**config.mk**
```make
export PLATFORM = sky130hd
export DESIGN_NAME = addr_cmd_dly_seq
export DESIGN_NICKNAME = d
export VERILOG_FILES = /design/src/rtl/addr_cmd_dly_seq.sv
export SDC_FILE = /design/constraint.sdc
export NUM_CORES = 1
export LEC_CHECK = 0
export CORE_MARGIN = 2
export CORE_UTILIZATION = 52
export DETAILED_ROUTE_END_ITERATION = 16
export PLACE_DENSITY = 0.82
export SETUP_SLACK_MARGIN = 0.3
export SYNTH_ARGS = -nofsm -noshare
export SYNTH_HDL_FRONTEND = slang
export SYNTH_SLANG_ARGS = --single-unit
```
**constraint.sdc**
```tcl
create_clock -name FAB_CLK -period 2.9 [get_ports FAB_CLK]
set_input_delay 0.29 -clock FAB_CLK [delete_from_list [all_inputs] [get_ports FAB_CLK]]
set_output_delay 0.29 -clock FAB_CLK [all_outputs]
set_load 0.005 [all_outputs]
```
**src/rtl/addr_cmd_dly_seq.sv**
```systemverilog
// Delay-line tap sequencer for the DDR3 address/command lane: pause-bracketed tap moves/loads.
// Optional feature macro: ADDR_CMD_DLY_OOR_ABORT_EN (out-of-range abort and sticky ERR).
module addr_cmd_dly_seq #(
    parameter int unsigned PAUSE_SETUP = 4,
    parameter int unsigned MOVE_GAP    = 3
) (
    input  logic       FAB_CLK,
    input  logic       RESET,
    input  logic       REQ_VALID,
    output logic       REQ_READY,
    input  logic       REQ_OP,
    input  logic       REQ_DIR,
    input  logic [7:0] REQ_TAPS,
    output logic       DONE,
    output logic       ERR,
    output logic [7:0] TAP_COUNT,
    output logic       DELAY_LINE_SEL,
    output logic       DELAY_LINE_LOAD,
    output logic       DELAY_LINE_DIRECTION,
    output logic       DELAY_LINE_MOVE,
    output logic       HS_IO_CLK_PAUSE,
    input  logic       TX_DELAY_LINE_OUT_OF_RANGE
);

    localparam int unsigned TW      = 8;
    localparam int unsigned CNT_MAX = (PAUSE_SETUP > MOVE_GAP) ? PAUSE_SETUP : MOVE_GAP;
    localparam int unsigned CW      = (CNT_MAX > 1) ? $clog2(CNT_MAX) : 1;
    localparam logic [TW-1:0] TAP_MAX = '1;

    typedef enum logic [2:0] {
        S_IDLE, S_PAUSE, S_LOAD, S_STEP, S_GAP, S_RESUME, S_DONE
    } state_t;

    state_t          state_q, state_d;
    logic [CW-1:0]   cnt_q;
    logic [TW-1:0]   taps_q;
    logic            op_q, dir_q;
    logic            accept_c, oor_c;
    logic            ready_d, pause_d, load_d, move_d, done_d, dir_d;

    assign accept_c = REQ_VALID && (state_q == S_IDLE);

`ifdef ADDR_CMD_DLY_OOR_ABORT_EN
    assign oor_c = TX_DELAY_LINE_OUT_OF_RANGE;
`else
    logic unused_oor;
    assign unused_oor = TX_DELAY_LINE_OUT_OF_RANGE;
    assign oor_c      = 1'b0;
`endif

    // State register, request latches, tap tracking and registered outputs
    always_ff @(posedge FAB_CLK) begin
        if (RESET) begin
            state_q              <= S_IDLE;
            cnt_q                <= '0;
            taps_q               <= '0;
            op_q                 <= 1'b0;
            dir_q                <= 1'b0;
            ERR                  <= 1'b0;
            TAP_COUNT            <= '0;
            REQ_READY            <= 1'b1;
            DONE                 <= 1'b0;
            DELAY_LINE_SEL       <= 1'b0;
            DELAY_LINE_LOAD      <= 1'b0;
            DELAY_LINE_DIRECTION <= 1'b0;
            DELAY_LINE_MOVE      <= 1'b0;
            HS_IO_CLK_PAUSE      <= 1'b0;
        end else begin
            state_q <= state_d;
            if (state_d != state_q) begin
                cnt_q <= (state_d == S_GAP) ? CW'(MOVE_GAP - 1) : CW'(PAUSE_SETUP - 1);
            end else if (cnt_q != '0) begin
                cnt_q <= cnt_q - 1'b1;
            end

            if (accept_c) begin
                op_q   <= REQ_OP;
                dir_q  <= REQ_DIR;
                taps_q <= REQ_TAPS;
                ERR    <= 1'b0;
            end

            if (state_q == S_STEP) begin
                taps_q <= taps_q - 1'b1;
                if (dir_q) begin
                    TAP_COUNT <= (TAP_COUNT == TAP_MAX) ? TAP_COUNT : TAP_COUNT + 1'b1;
                end else begin
                    TAP_COUNT <= (TAP_COUNT == '0) ? TAP_COUNT : TAP_COUNT - 1'b1;
                end
            end

            if (state_q == S_LOAD) begin
                TAP_COUNT <= '0;
            end

            // Out-of-range seen on the last gap cycle aborts the rest of the move
            if ((state_q == S_GAP) && (cnt_q == '0) && oor_c) begin
                ERR    <= 1'b1;
                taps_q <= '0;
            end

            REQ_READY            <= ready_d;
            DONE                 <= done_d;
            DELAY_LINE_SEL       <= pause_d;
            DELAY_LINE_LOAD      <= load_d;
            DELAY_LINE_DIRECTION <= dir_d;
            DELAY_LINE_MOVE      <= move_d;
            HS_IO_CLK_PAUSE      <= pause_d;
        end
    end

    // Next-state logic
    always_comb begin
        state_d = state_q;
        unique case (state_q)
            S_IDLE: begin
                if (REQ_VALID) begin
                    state_d = (!REQ_OP && (REQ_TAPS == '0)) ? S_DONE : S_PAUSE;
                end
            end
            S_PAUSE: begin
                if (cnt_q == '0) state_d = op_q ? S_LOAD : S_STEP;
            end
            S_LOAD:  state_d = S_RESUME;
            S_STEP:  state_d = S_GAP;
            S_GAP: begin
                if (cnt_q == '0) state_d = (oor_c || (taps_q == '0)) ? S_RESUME : S_STEP;
            end
            S_RESUME: begin
                if (cnt_q == '0) state_d = S_DONE;
            end
            S_DONE:  state_d = S_IDLE;
            default: state_d = S_IDLE;
        endcase
    end

    // Output decode from the next state so registered outputs track the state register
    always_comb begin
        ready_d = (state_d == S_IDLE);
        pause_d = (state_d == S_PAUSE) || (state_d == S_LOAD) || (state_d == S_STEP) ||
                  (state_d == S_GAP) || (state_d == S_RESUME);
        load_d  = (state_d == S_LOAD);
        move_d  = (state_d == S_STEP);
        done_d  = (state_d == S_DONE);
        dir_d   = 1'b0;
        if (pause_d) begin
            dir_d = (state_q == S_IDLE) ? REQ_DIR : dir_q;
        end
    end

endmodule

```
* After elaboration in Yosys (flattened, before gate mapping)
Index checks and enable logic that the tools add are counted.
** Storage, ports and cells
- Register bits after elaboration :: 29
- Bits in latches :: 0
- Memory bits (writable) :: 0
- Bits in read-only memories :: 0
- Input bits :: 14
- Output and inout bits :: 16
- Word-level logic and storage cells :: 68
- Memories kept :: 0
** Cells by class
- Add/subtract/negate cells :: 4
- Multiply operators :: 0
- Div/mod/pow operators :: 0
- Magnitude comparators :: 0
- Equal/unequal tests :: 15
- Shift operators :: 0
- Muxes and demuxes :: 17
- Bitwise logic cells :: 1
- Reductions and logical operators :: 19
** Operator list (number)
- 8-bit 2-to-1 mux :: 5
- 8-bit zero test :: 3
- 3-bit 2-to-1 mux :: 6
- 3-bit one-hot mux with 6 select lines :: 1
- 8-bit by 1-bit subtractor with 8-bit output, second input constant :: 2
- 3-bit equality test, second input constant :: 5
- 3-bit by 2-bit equality test with 1-bit output, second input constant :: 4
- 8-bit by 1-bit adder with 8-bit output, second input constant :: 1
- 8-bit equality test, second input constant :: 1
- 3-bit by 1-bit equality test with 1-bit output, second input constant :: 2
- 3-bit zero test :: 2
- 2-bit nonzero test :: 3
- 1-bit logical OR :: 4
- 2-bit 2-to-1 mux :: 2
- 2-bit inequality test, second input constant :: 2
- 2-bit OR reduction :: 2
- 1-bit 2-to-1 mux :: 3
- 3-bit inequality test :: 1
- 3-bit AND reduction :: 1
- 1-bit logical AND :: 2
- 2-bit zero test :: 1
- 2-bit by 1-bit subtractor with 2-bit output, second input constant :: 1
- 1-bit zero test :: 1
- 1-bit inverter :: 1

* Longest topological paths before layout
Gate-level depths: netlist of the first run.
- Word-level depth :: 12
- Gate-level depth with buffers :: 8
- Mapped depth without buffers :: 7

* Least setup slack after synthesis of the first run
No wires, ideal clock.
- Kind :: register to register
- Start :: register dir_q
- End :: register TAP_COUNT[7]
- Setup time :: 0.070 ns
- Arrival :: 2.013 ns
- Required time :: 2.830 ns
- Slack :: 0.817 ns
- Cell stages (with the launch flop) :: 8
- Buffers on the path :: 0
- Clock period less this slack :: 2.083 ns
- Cell sequence :: dfxtp_1 -> inv_1 -> ha_1 -> or4_1 -> o21ai_2 -> nor3_1 -> or4_1 -> a21oi_1
** Between the ends
- Word-level cells in the longest chain between the ends :: 2
- Elaborated cells on any way between the ends :: 4
- Those cells by class :: eq/ne (2); mux (1); reduce/logical (1)
** Ends and longest elaborated chain
- start, declared :: line 37 : logic op_q, dir_q;
- start signal, assigned :: line 58 : dir_q <= 1'b0;
- start signal, assigned :: line 78 : dir_q <= REQ_DIR;
- 2-bit inequality test (no source line)
- 3-bit AND reduction (no source line)
- end signal, assigned :: line 86 : TAP_COUNT <= (TAP_COUNT == TAP_MAX) ? TAP_COUNT : TAP_COUNT + 1'b1;
- end signal, assigned :: line 88 : TAP_COUNT <= (TAP_COUNT == '0) ? TAP_COUNT : TAP_COUNT - 1'b1;
- end, declared :: line 16 : output logic [7:0] TAP_COUNT,
Several ways; a longest one is shown, not always the timed one.
A chain may end at the register's enable or synchronous reset.

* Worst setup path after layout of the first run
Ends and elaborated chain as after synthesis.

==> results of run 1 <==
==> stage by stage <==
step | util, % | setup slack (ns) | cells | instance area, um2 | total power, mW
after global routing | 66.0 | 0.456 | 270 | 2030 | 1.19
after detailed placement | 64.2 | 0.625 | 263 | 1980 | 0.877
after CTS | 66.0 | 0.618 | 270 | 2030 | 1.12
final | 66.0 | 0.618 | 270 | 2030 | 1.12
after floorplan | - | 0.817 | 201 | 1700 | 0.783
after global placement | 64.2 | 0.667 | 263 | 1980 | 0.868
==> cell usage after synthesis, drive strengths merged (2+ instances only) <==
master,count,area (um2)
dfxtp,29,581
nor2,23,86.3
a21oi,19,95.1
nand2,16,60.1
nor3,11,55.1
a211oi,9,67.6
o21ai,9,48.8
ha,8,100
buf,7,48.8
inv,7,26.3
xor2,6,52.6
mux2i,4,40.0
nand3,4,20.0
or4,4,33.8
clkbuf,3,11.3
nor2b,3,18.8
nor4,3,25.0
xnor2,3,26.3
a31oi,2,18.8
and2,2,12.5
o211a,2,20.0
o21a,2,15.0
o22ai,2,12.5
o31ai,2,15.0
or3,2,12.5
==> sequential cells by signal (all words and copies together) (netlist names) <==
signal and flops:
TAP_COUNT 8, op_q 1, cnt_q 2, REQ_READY 1
taps_q 8, state_q 3, DONE 1, DELAY_LINE_MOVE 1
DELAY_LINE_DIRECTION 1, HS_IO_CLK_PAUSE 1, dir_q 1, DELAY_LINE_LOAD 1
==> layout make-up <==
type                    instances  area, um2  share of cell area (%)
multi-input cells             155       1040                    51.0
flip-flops and latches         29        581                    28.6
repair buffers                 28        278                    13.7
clock buffers                   7       55.1                    2.71
well taps                      44       55.1                    2.71
inverters                       7       26.3                    1.29
==> worst max-delay path by stage <==
stage / from / end / slack [ns]
floorplan: dir_q / TAP_COUNT[7] / 0.82
global placement: dir_q / TAP_COUNT[7] / 0.67
detailed placement: dir_q / TAP_COUNT[7] / 0.62
CTS: dir_q / TAP_COUNT[7] / 0.62
global route: dir_q / TAP_COUNT[7] / 0.46
finish: dir_q / TAP_COUNT[7] / 0.62
==> kinds of logic after synthesis <==
logic type	count (synthesis)	synth area share, %
other	1	0.220
buffers and inverters	17	5.07
xor gates and xnor gates	9	4.63
adders and majority gates	9	7.05
muxes	5	3.01
DFF	29	34.1
AOI/OAI and AO/OA	57	23.3
and+or+nand+nor	74	22.6
==> per-layer routing <==
metal / vias up / wire [um] / global-route usage [%]
li1: 786 / - / -
met5: - / 0 / 0
met1: 732 / 1670 / 28.5
met2: 30 / 1680 / 36.6
met3: 6 / 165 / 5.67
met4: 0 / 62 / 8.39
==> power groups by stage <==
stage | combinational, mW | clock, mW | sequential (mW)
after floorplan | 0.299 | 0 | 0.483
after global placement | 0.366 | 0 | 0.502
after detailed placement | 0.373 | 0 | 0.503
after CTS | 0.375 | 0.249 | 0.493
after global routing | 0.425 | 0.267 | 0.502
final | 0.376 | 0.245 | 0.494
==> worst max-delay path, delay by kind of cell (launching register included) <==
family | cells | cell delay (ns)
flops | 1 | 0.44
buf+inv | 1 | 0.19
fa+ha+maj | 1 | 0.27
simple gates | 3 | 1.09
compound gates | 2 | 0.23
==> metrics, run 1 <==
routed wire length 3.58 mm; first-pass GRT wire length 6.22 mm; CP cell instances inv_1 -> ha_1 -> or4_1 -> o21ai_2 -> nor3_1 -> or4_1 -> a21oi_1; CP max stage delay 0.54 ns; Final min period 2.28 ns; CP dominant cell by count or4_1; Vias 1554; clock group share of total power 22.0%; Synth Net Count 224; DRC Markers 0; Nets 249; clock sink count 29; post-cts gate resize count 0; Seq pwr share 44.3%; crit path kind flip-flop to flip-flop; Netlist cell types 50; Worst Hold Margin 0.485 ns; Post-Synthesis Cells 201; Final Max Slew Viols 0; CTS root buf clkbuf_4; post-synthesis async set-or-reset flop share 0%; hold path cells 2; TritonCTS buffer count 5; Final Hold Fails 0; DRT Pass-1 Iters 4; global placement routability congestion 0.812; Hold Buf Count CTS 0; Leak 0.766 nW; Setup crit start kind flip-flop; Final ANT Viol Nets 0; IO Port Bufs 27; post-DP HPWL 2.77 mm; H-tree depth 2; Fill cells 283; Sw Ratio 33.2%; Post-CTS Setup Bufs 0; Rows 20; clock latency on the worst-skew pair 0.33 ns; reg2reg end TAP_COUNT[7]; initial antenna violation count 0; Clock Pin Slew Worst Setup and Hold Paths 0.09 ns; ratio of final minimum period to clock period 78.7%; Avg Cell Area, Syn 8.48 um2; flop2flop setup slack 0.62 ns; die area 0.00375 mm2; Critical Path End Type flip-flop; CP Data Arrival Time 2.54 ns; pin count of the biggest net entering global routing 14; worst relative slew slack 60.1%; Worst Path Max Fanout 7; ys flop type dfxtp_1; Horiz. Die Dim 61.2 um; Overflow after GRT 0; Setup-failing EPs final 0; setup tns final 0 ns; Power Dens Cells 549 mW/mm2; status complete, no violations; synth-to-layout area growth 19.2%; initial core utilization 55.4%; number of global-route vias before repair 1396; drt wl/cell 13.2 um; IO Pins 30; most frequent cells in the layout dfxtp_1, clkdlybuf4s50_1, nor2_1; GRT Overall Usage 22.4%; sequential share of the synthesized area 34.1%; # Max-Cap Violations 0; initial drt markers 69; Via-to-Cell Ratio 5.76; fmax 0.438 GHz; unrepaired setup endpoints after global routing false; number of synthesized flops with an enable pin 0; fraction of layout cells with a size suffix above 1 7.52%; TritonCTS clock tree yes; worst r2r path cells 7; yosys warns 0; Hold Crit Class flip-flop to flip-flop; Hold EP op_q; combinational share of power 33.7%; die height 61.2 um; Final Skew 0.0110 ns; internal cell power 0.745 mW; Slowest cell on crit path or4_1; Longest Clk Path Bufs 2; Mapped Area 0.00170 mm2; Max VDD drop 0.267 mV; reg2reg start dir_q; required time worst endpoint 3.16 ns; HP Start op_q; n_diodes 0; FF+latch count, synth 29; commonest non-fill, non-tap cell in the layout dfxtp_1; Switching Power 0.370 mW; worst slew pin tran 0.597 ns; CORE AREA 0.00308 mm2
Power figures use the tool's default switching activity.
==> run 2, diff against run 1 <==
clock period = 2.37 ns   (was 2.9 ns; I/O delays follow)
==> metrics, run 2 (synthesis gave the netlist of run 1 again) <==
Critical Path End Type flip-flop; Horiz. Die Dim 61.2 um; synth-to-layout area growth 22.8%; routed wire length 3.87 mm; unrepaired setup endpoints after global routing true; CP Data Arrival Time 2.33 ns; number of global-route vias before repair 1374; Vias 1552; DRC Markers 0; Longest Clk Path Bufs 2; status complete, no violations; total power 1.46 mW; most frequent cells in the layout dfxtp_1, clkdlybuf4s50_1, nor2_1; post-DP HPWL 2.88 mm; Final ANT Viol Nets 0; clock latency on the worst-skew pair 0.33 ns; setup tns final 0 ns; initial drt markers 79; # Max-Cap Violations 0; pin count of the biggest net entering global routing 13; die area 0.00375 mm2; fraction of layout cells with a size suffix above 1 11.3%; DRT Pass-1 Iters 4; Power Dens Cells 696 mW/mm2; worst relative slew slack 65.9%; H-tree depth 2; ratio of final minimum period to clock period 86.9%; TritonCTS buffer count 5; Worst Path Max Fanout 7; Final min period 2.06 ns; commonest non-fill, non-tap cell in the layout dfxtp_1; hold path cells 2; initial core utilization 55.4%; GRT Overall Usage 23.1%; IO Port Bufs 27; CORE AREA 0.00308 mm2; CTS root buf clkbuf_4; die height 61.2 um; Clock Pin Slew Worst Setup and Hold Paths 0.09 ns; fmax 0.485 GHz; Overflow after GRT 0; initial antenna violation count 0; Rows 20; Nets 252; IO Pins 30; Hold Crit Class flip-flop to flip-flop; Leak 0.797 nW; Setup crit start kind flip-flop; Layout Cells excl Fill 274; crit path kind flip-flop to flip-flop; DP Area 0.00200 mm2; TritonCTS clock tree yes; Final Skew 0.00313 ns; Top Registers TAP_COUNT x8, taps_q x8, state_q x3; Final Max Slew Viols 0; Max VDD drop 0.439 mV; Final Hold Fails 0; reg2reg end TAP_COUNT[7]; n_diodes 0; HP Start op_q; placed cells 266; drt wl/cell 14.1 um; first-pass GRT wire length 6.29 mm; Via-to-Cell Ratio 5.66; Worst Hold Margin 0.483 ns; Setup-failing EPs final 0; clock sink count 29; Hold Buf Count CTS 0; global placement routability congestion 0.781; reg2reg start dir_q; worst slew pin tran 0.509 ns; cell area after layout 0.00209 mm2; Hold EP op_q; flop2flop setup slack 0.31 ns; worst r2r path cells 7; required time worst endpoint 2.64 ns
run 2: layout make-up:
cell class                 count  area, um2
clock buffer                   7       65.1
tap                           44       55.1
fill                         268        985
sequential                    29        582
multi-input combinational    155       1060
timing repair buffer          31        300
clock inverter                 1       5.00
inverter                       7       26.3
run 2: critical path, stage by stage, from the launching register on:
cell     delay (ns)
dfxtp_2        0.35
inv_2          0.09
ha_1           0.24
or4_1          0.55
o21ai_2        0.09
nor3_1         0.07
or4_1          0.46
a21oi_1        0.14
run 2: where the power goes:
group / internal, mW / total, mW / switching [mW]
logic: 0.241 / 0.504 / 0.263
clock network: 0.172 / 0.353 / 0.181
registers: 0.547 / 0.600 / 0.0535
total: 0.960 / 1.46 / 0.497
run 2: metal layers:
| layer | global-route usage, % | wire [um] | up-vias |
|---|---|---|---|
| li1 | - | - | 788 |
| met1 | 29.7 | 1840 | 731 |
| met2 | 37.1 | 1850 | 29 |
| met3 | 4.41 | 134 | 4 |
| met4 | 11.2 | 40 | 0 |
| met5 | 0 | 0 | - |
run 2: repair_timing:
action	4_1_cts	5_1_grt
gates resized for setup	0	4
setup endpoints to repair	0	4
hold endpoints to repair	0	0
buffers inserted	0	0
run 2: how the worst max path moves through the flow:
stage                     start      endpoint  slack (ns)  depth (start not counted)
after floorplan           dir_q  TAP_COUNT[7]        0.33                          7
after global placement    dir_q  TAP_COUNT[7]        0.37                          7
after detailed placement  dir_q  TAP_COUNT[7]        0.34                          7
after CTS                 dir_q  TAP_COUNT[7]        0.33                          7
after global routing      dir_q  TAP_COUNT[7]        0.22                          7
final                     dir_q  TAP_COUNT[7]        0.31                          7
run 2: per-stage QoR:
step           setup slack [ns]  utilization [%]
4_1_cts                   0.326             67.2
3_5_place_dp              0.340             65.0
2_1_floorplan             0.331                -
5_1_grt                   0.222             68.0
6_report                  0.310             68.0
3_3_place_gp              0.371             65.0
==> run 3, diff against run 2 <==
SKIP_LAST_GASP = 1   (was default)
clock period = 2.08 ns   (was 2.37 ns; I/O delays follow)
==> metrics, run 3 (synthesis gave the netlist of run 1 again) <==
status complete, no violations; TritonCTS clock tree yes; Horiz. Die Dim 61.2 um; Overflow after GRT 0; Final Max Slew Viols 0; Top Registers TAP_COUNT x8, taps_q x8, state_q x3; crit path capture TAP_COUNT[7]; synth-to-layout area growth 39.1%; clock latency on the worst-skew pair 0.35 ns; required time worst endpoint 2.36 ns; flop2flop setup slack 0.06 ns; DRT Pass-1 Iters 4; fmax 0.496 GHz; Via-to-Cell Ratio 5.74; # Max-Cap Violations 0; IO Pins 30; reg2reg end TAP_COUNT[7]; Clock Pin Slew Worst Setup and Hold Paths 0.11 ns; worst r2r path cells 8; Worst setup startpoint dir_q; crit path kind flip-flop to flip-flop; Power Dens Cells 769 mW/mm2; placed cells 270; die height 61.2 um; pin count of the biggest net entering global routing 12; n_diodes 0; fraction of layout cells with a size suffix above 1 26.1%; Critical Path End Type flip-flop; number of global-route vias before repair 1525; Leak 0.899 nW; GRT Overall Usage 25.4%; Final min period 2.02 ns; DRC Markers 0; Setup-failing EPs final 0; initial antenna violation count 0; Max VDD drop 0.478 mV; CORE AREA 0.00308 mm2; Final ANT Viol Nets 0; Final Skew 0.0147 ns; Setup crit start kind flip-flop; Vias 1659; Layout Cells excl Fill 289; initial core utilization 55.4%; post-DP HPWL 2.92 mm; Nets 267; TritonCTS buffer count 5; unrepaired setup endpoints after global routing true; met2 Use GR 41.5%; drt wl/cell 16.6 um; GR Util met3 5.67%; Final Hold Fails 0; CTS root buf clkbuf_4; most frequent cells in the layout clkdlybuf4s50_1, dfxtp_1, nor2_1; reg2reg start dir_q; Hold Crit Class primary input to flip-flop; Hold Buf Count CTS 0; IO Port Bufs 27; commonest non-fill, non-tap cell in the layout clkdlybuf4s50_1; CP Data Arrival Time 2.30 ns; HP Start REQ_DIR; setup tns final 0 ns; die area 0.00375 mm2; first-pass GRT wire length 6.89 mm; clock sink count 29; global placement routability congestion 0.849; H-tree depth 2; GR Util met1 32.2%; ratio of final minimum period to clock period 96.9%; busiest layer in global routing met2; Rows 20; initial drt markers 94; Longest Clk Path Bufs 2; Worst Path Max Fanout 7; routed wire length 4.81 mm
-- run 3: cell types whose count changed in the layout (fill, tap and decap cells not counted), sizes merged --
cell / change
buf: +15
clkbuf: +1
inv: -1
-- run 3: timing repair --
| item | in CTS | in global routing |
|---|---|---|
| gates resized for setup | 10 | 18 |
| endpoints found under the setup margin | 11 | 20 |
| setup buffers | 7 | 4 |
| pin swaps | 6 | 12 |
-- run 3: metrics by stage --
step           hold slack [ns]  setup slack (ns)  power [mW]  utilization [%]  cell area (um2)
6_report                 0.456            0.0641        1.82             77.0             2370
5_1_grt                  0.492            0.0297        1.92             77.0             2370
4_1_cts                  0.454             0.149        1.74             73.3             2250
3_5_place_dp             0.472            0.0791        1.26             67.0             2060
3_3_place_gp             0.457             0.112        1.24             67.0             2060
2_1_floorplan            0.334             0.168        1.10                -             1740
-- run 3: critical path: stages (launching register included) --
cell and delay [ns]:
dfxtp_4 0.40, clkinv_8 0.09, ha_4 0.28, o21a_1 0.17, o21ai_4 0.07, buf_4 0.13
o21a_1 0.19, or4_4 0.49, a21oi_2 0.13
-- run 3: final cells by class --
type	count	area, um2
multi-input combinational	155	1190
inverter	7	38.8
timing repair buffer	46	413
sequential	29	591
tap	44	55.1
fill	214	707
clock buffer	8	80.1
-- run 3: worst min-delay path by stage --
| stage | end | slack, ns | depth (start not counted) |
|---|---|---|---|
| floorplan | dir_q | 0.33 | 2 |
| global placement | op_q | 0.46 | 2 |
| detailed placement | op_q | 0.47 | 2 |
| CTS | taps_q[7] | 0.45 | 3 |
| global route | op_q | 0.49 | 3 |
| finish | dir_q | 0.46 | 3 |
-- run 3: power by group --
group          switching (mW)  internal, mW  leakage (nW)
Combinational           0.333         0.334         0.615
Clock                   0.223         0.239        0.0437
Sequential             0.0687         0.626         0.240
Total                   0.625          1.20         0.899
-- run 3: per-layer routing --
metal	up-vias	share of wire, %
met3	7	3.8
li1	815	-
met5	-	0
met2	36	52
met1	801	42
met4	0	1.5
==> patch: new RTL, config.mk and constraints of run 1 <==
Set the parameter `MOVE_GAP` to 6 (it was 3).
--- a/src/rtl/addr_cmd_dly_seq.sv
+++ b/src/rtl/addr_cmd_dly_seq.sv
@@ -3,5 +3,5 @@
 module addr_cmd_dly_seq #(
     parameter int unsigned PAUSE_SETUP = 4,
-    parameter int unsigned MOVE_GAP    = 3
+    parameter int unsigned MOVE_GAP    = 6
 ) (
     input  logic       FAB_CLK,
Behaviour: not the same (a bounded check fails within 10 cycles, from zero or initial values and one cycle with RESET high).
==> patch against run 1 <==
  * Via count increased by 4.0%
  * Synthesized area increased by 7.7%
  * Sequential cell count increased by 1
  * Fmax increased by 4.8%
  * Critical path depth decreased by 2
  * Power increased by 41%
  * Final area increased by 6.7%
  * Wire length increased by 8.6%
  * Sequential power increased by 19%
  * Setup slack improved by 100 ps
  * First-iteration DRC count decreased by 7.2%
==> patch: results <==
finish:
  sequential_cell_area_um2: 600.6
  multi_input_comb_cells: 161
  largest_registers: "TAP_COUNT x8, taps_q x8"
  area_delta_synth_final_pct: 18.06
  layout.nets: 262
  non_clock_buffer_area_share_pct: 13.51
  signal_buffers: 30
  multi_input_area_share_pct: 51.62
  fraction_of_layout_instances_using_a_drive_strength_above_1_pct: 12.55
global_route:
  grt_first_pass_wirelength_mm: 6.851
  global_route.usage.total_pct: 21.48
  met1_capacity_usage_during_global_routing_pct: 27.80
detailed_routing:
  met2RoutedLength_mm: 1.803
  wl_per_instance_um: 13.63
  drt_iter0_markers: 64
  routedLengthMet1_mm: 1.835
  vias: 1616
outcome:
  outcome: "complete, no violations"
place:
  total_instance_count_after_detailed_placement: 277
  placement.cell_area_mm2: 0.002107
  detailedPlace.worstSlack_ps: 392.3
  dp_hpwl_mm: 2.856
synth:
  synth-adder-area-share_pct: 7.226
  proportion_of_synthesized_area_in_mux_cells_pct: 4.363
  yosysUniqueCellTypes: 61
  netlist_top_cells_count: "sky130_fd_sc_hd__dfxtp_1, sky130_fd_sc_hd__nor2_1, sky130_fd_sc_hd__nand2_1"
  ys_top_cells_by_area: "sky130_fd_sc_hd__dfxtp_1, sky130_fd_sc_hd__ha_1, sky130_fd_sc_hd__nor2_1"
die:
  placementRows: 21
worst_setup_path:
  cell_with_the_biggest_individual_delay_on_the_critical_path: "sky130_fd_sc_hd__or4b_1"
  arrival_ps: 2420
pwr:
  leakagePower_nw: 0.8884
  worst_voltage_drop_across_the_vdd_grid_mv: 0.3216
clock_tree:
  clock_sink_count: 30
timing:
  fin_skew_ps: 7.149
## patch: changes by cell type after synthesis, moves of 3 or more
cell | before | now
sky130_fd_sc_hd__a211oi_1 | 9 | 2
sky130_fd_sc_hd__inv_1 | 7 | 10
sky130_fd_sc_hd__o21ai_0 | 8 | 3
sky130_fd_sc_hd__a21oi_1 | 19 | 12
sky130_fd_sc_hd__a21o_1 | 1 | 4
sky130_fd_sc_hd__or2_2 | 1 | 5
sky130_fd_sc_hd__xor2_1 | 6 | 3
sky130_fd_sc_hd__nor2_1 | 23 | 26
sky130_fd_sc_hd__mux2i_1 | 4 | 8
sky130_fd_sc_hd__a31oi_1 | 1 | 4
## patch: final timing paths
check	start	end	slack [ps]	cells past startpoint
min	taps_q[6]	taps_q[6]	490	1
max reg2reg	state_q[0]	REQ_READY	720	5
min reg2reg	taps_q[6]	taps_q[6]	490	1
max	state_q[0]	REQ_READY	720	5
## patch: report_power, final
part / switching, mW / internal, mW
registers: 0.0908 / 0.498
clock network: 0.152 / 0.117
logic: 0.353 / 0.360
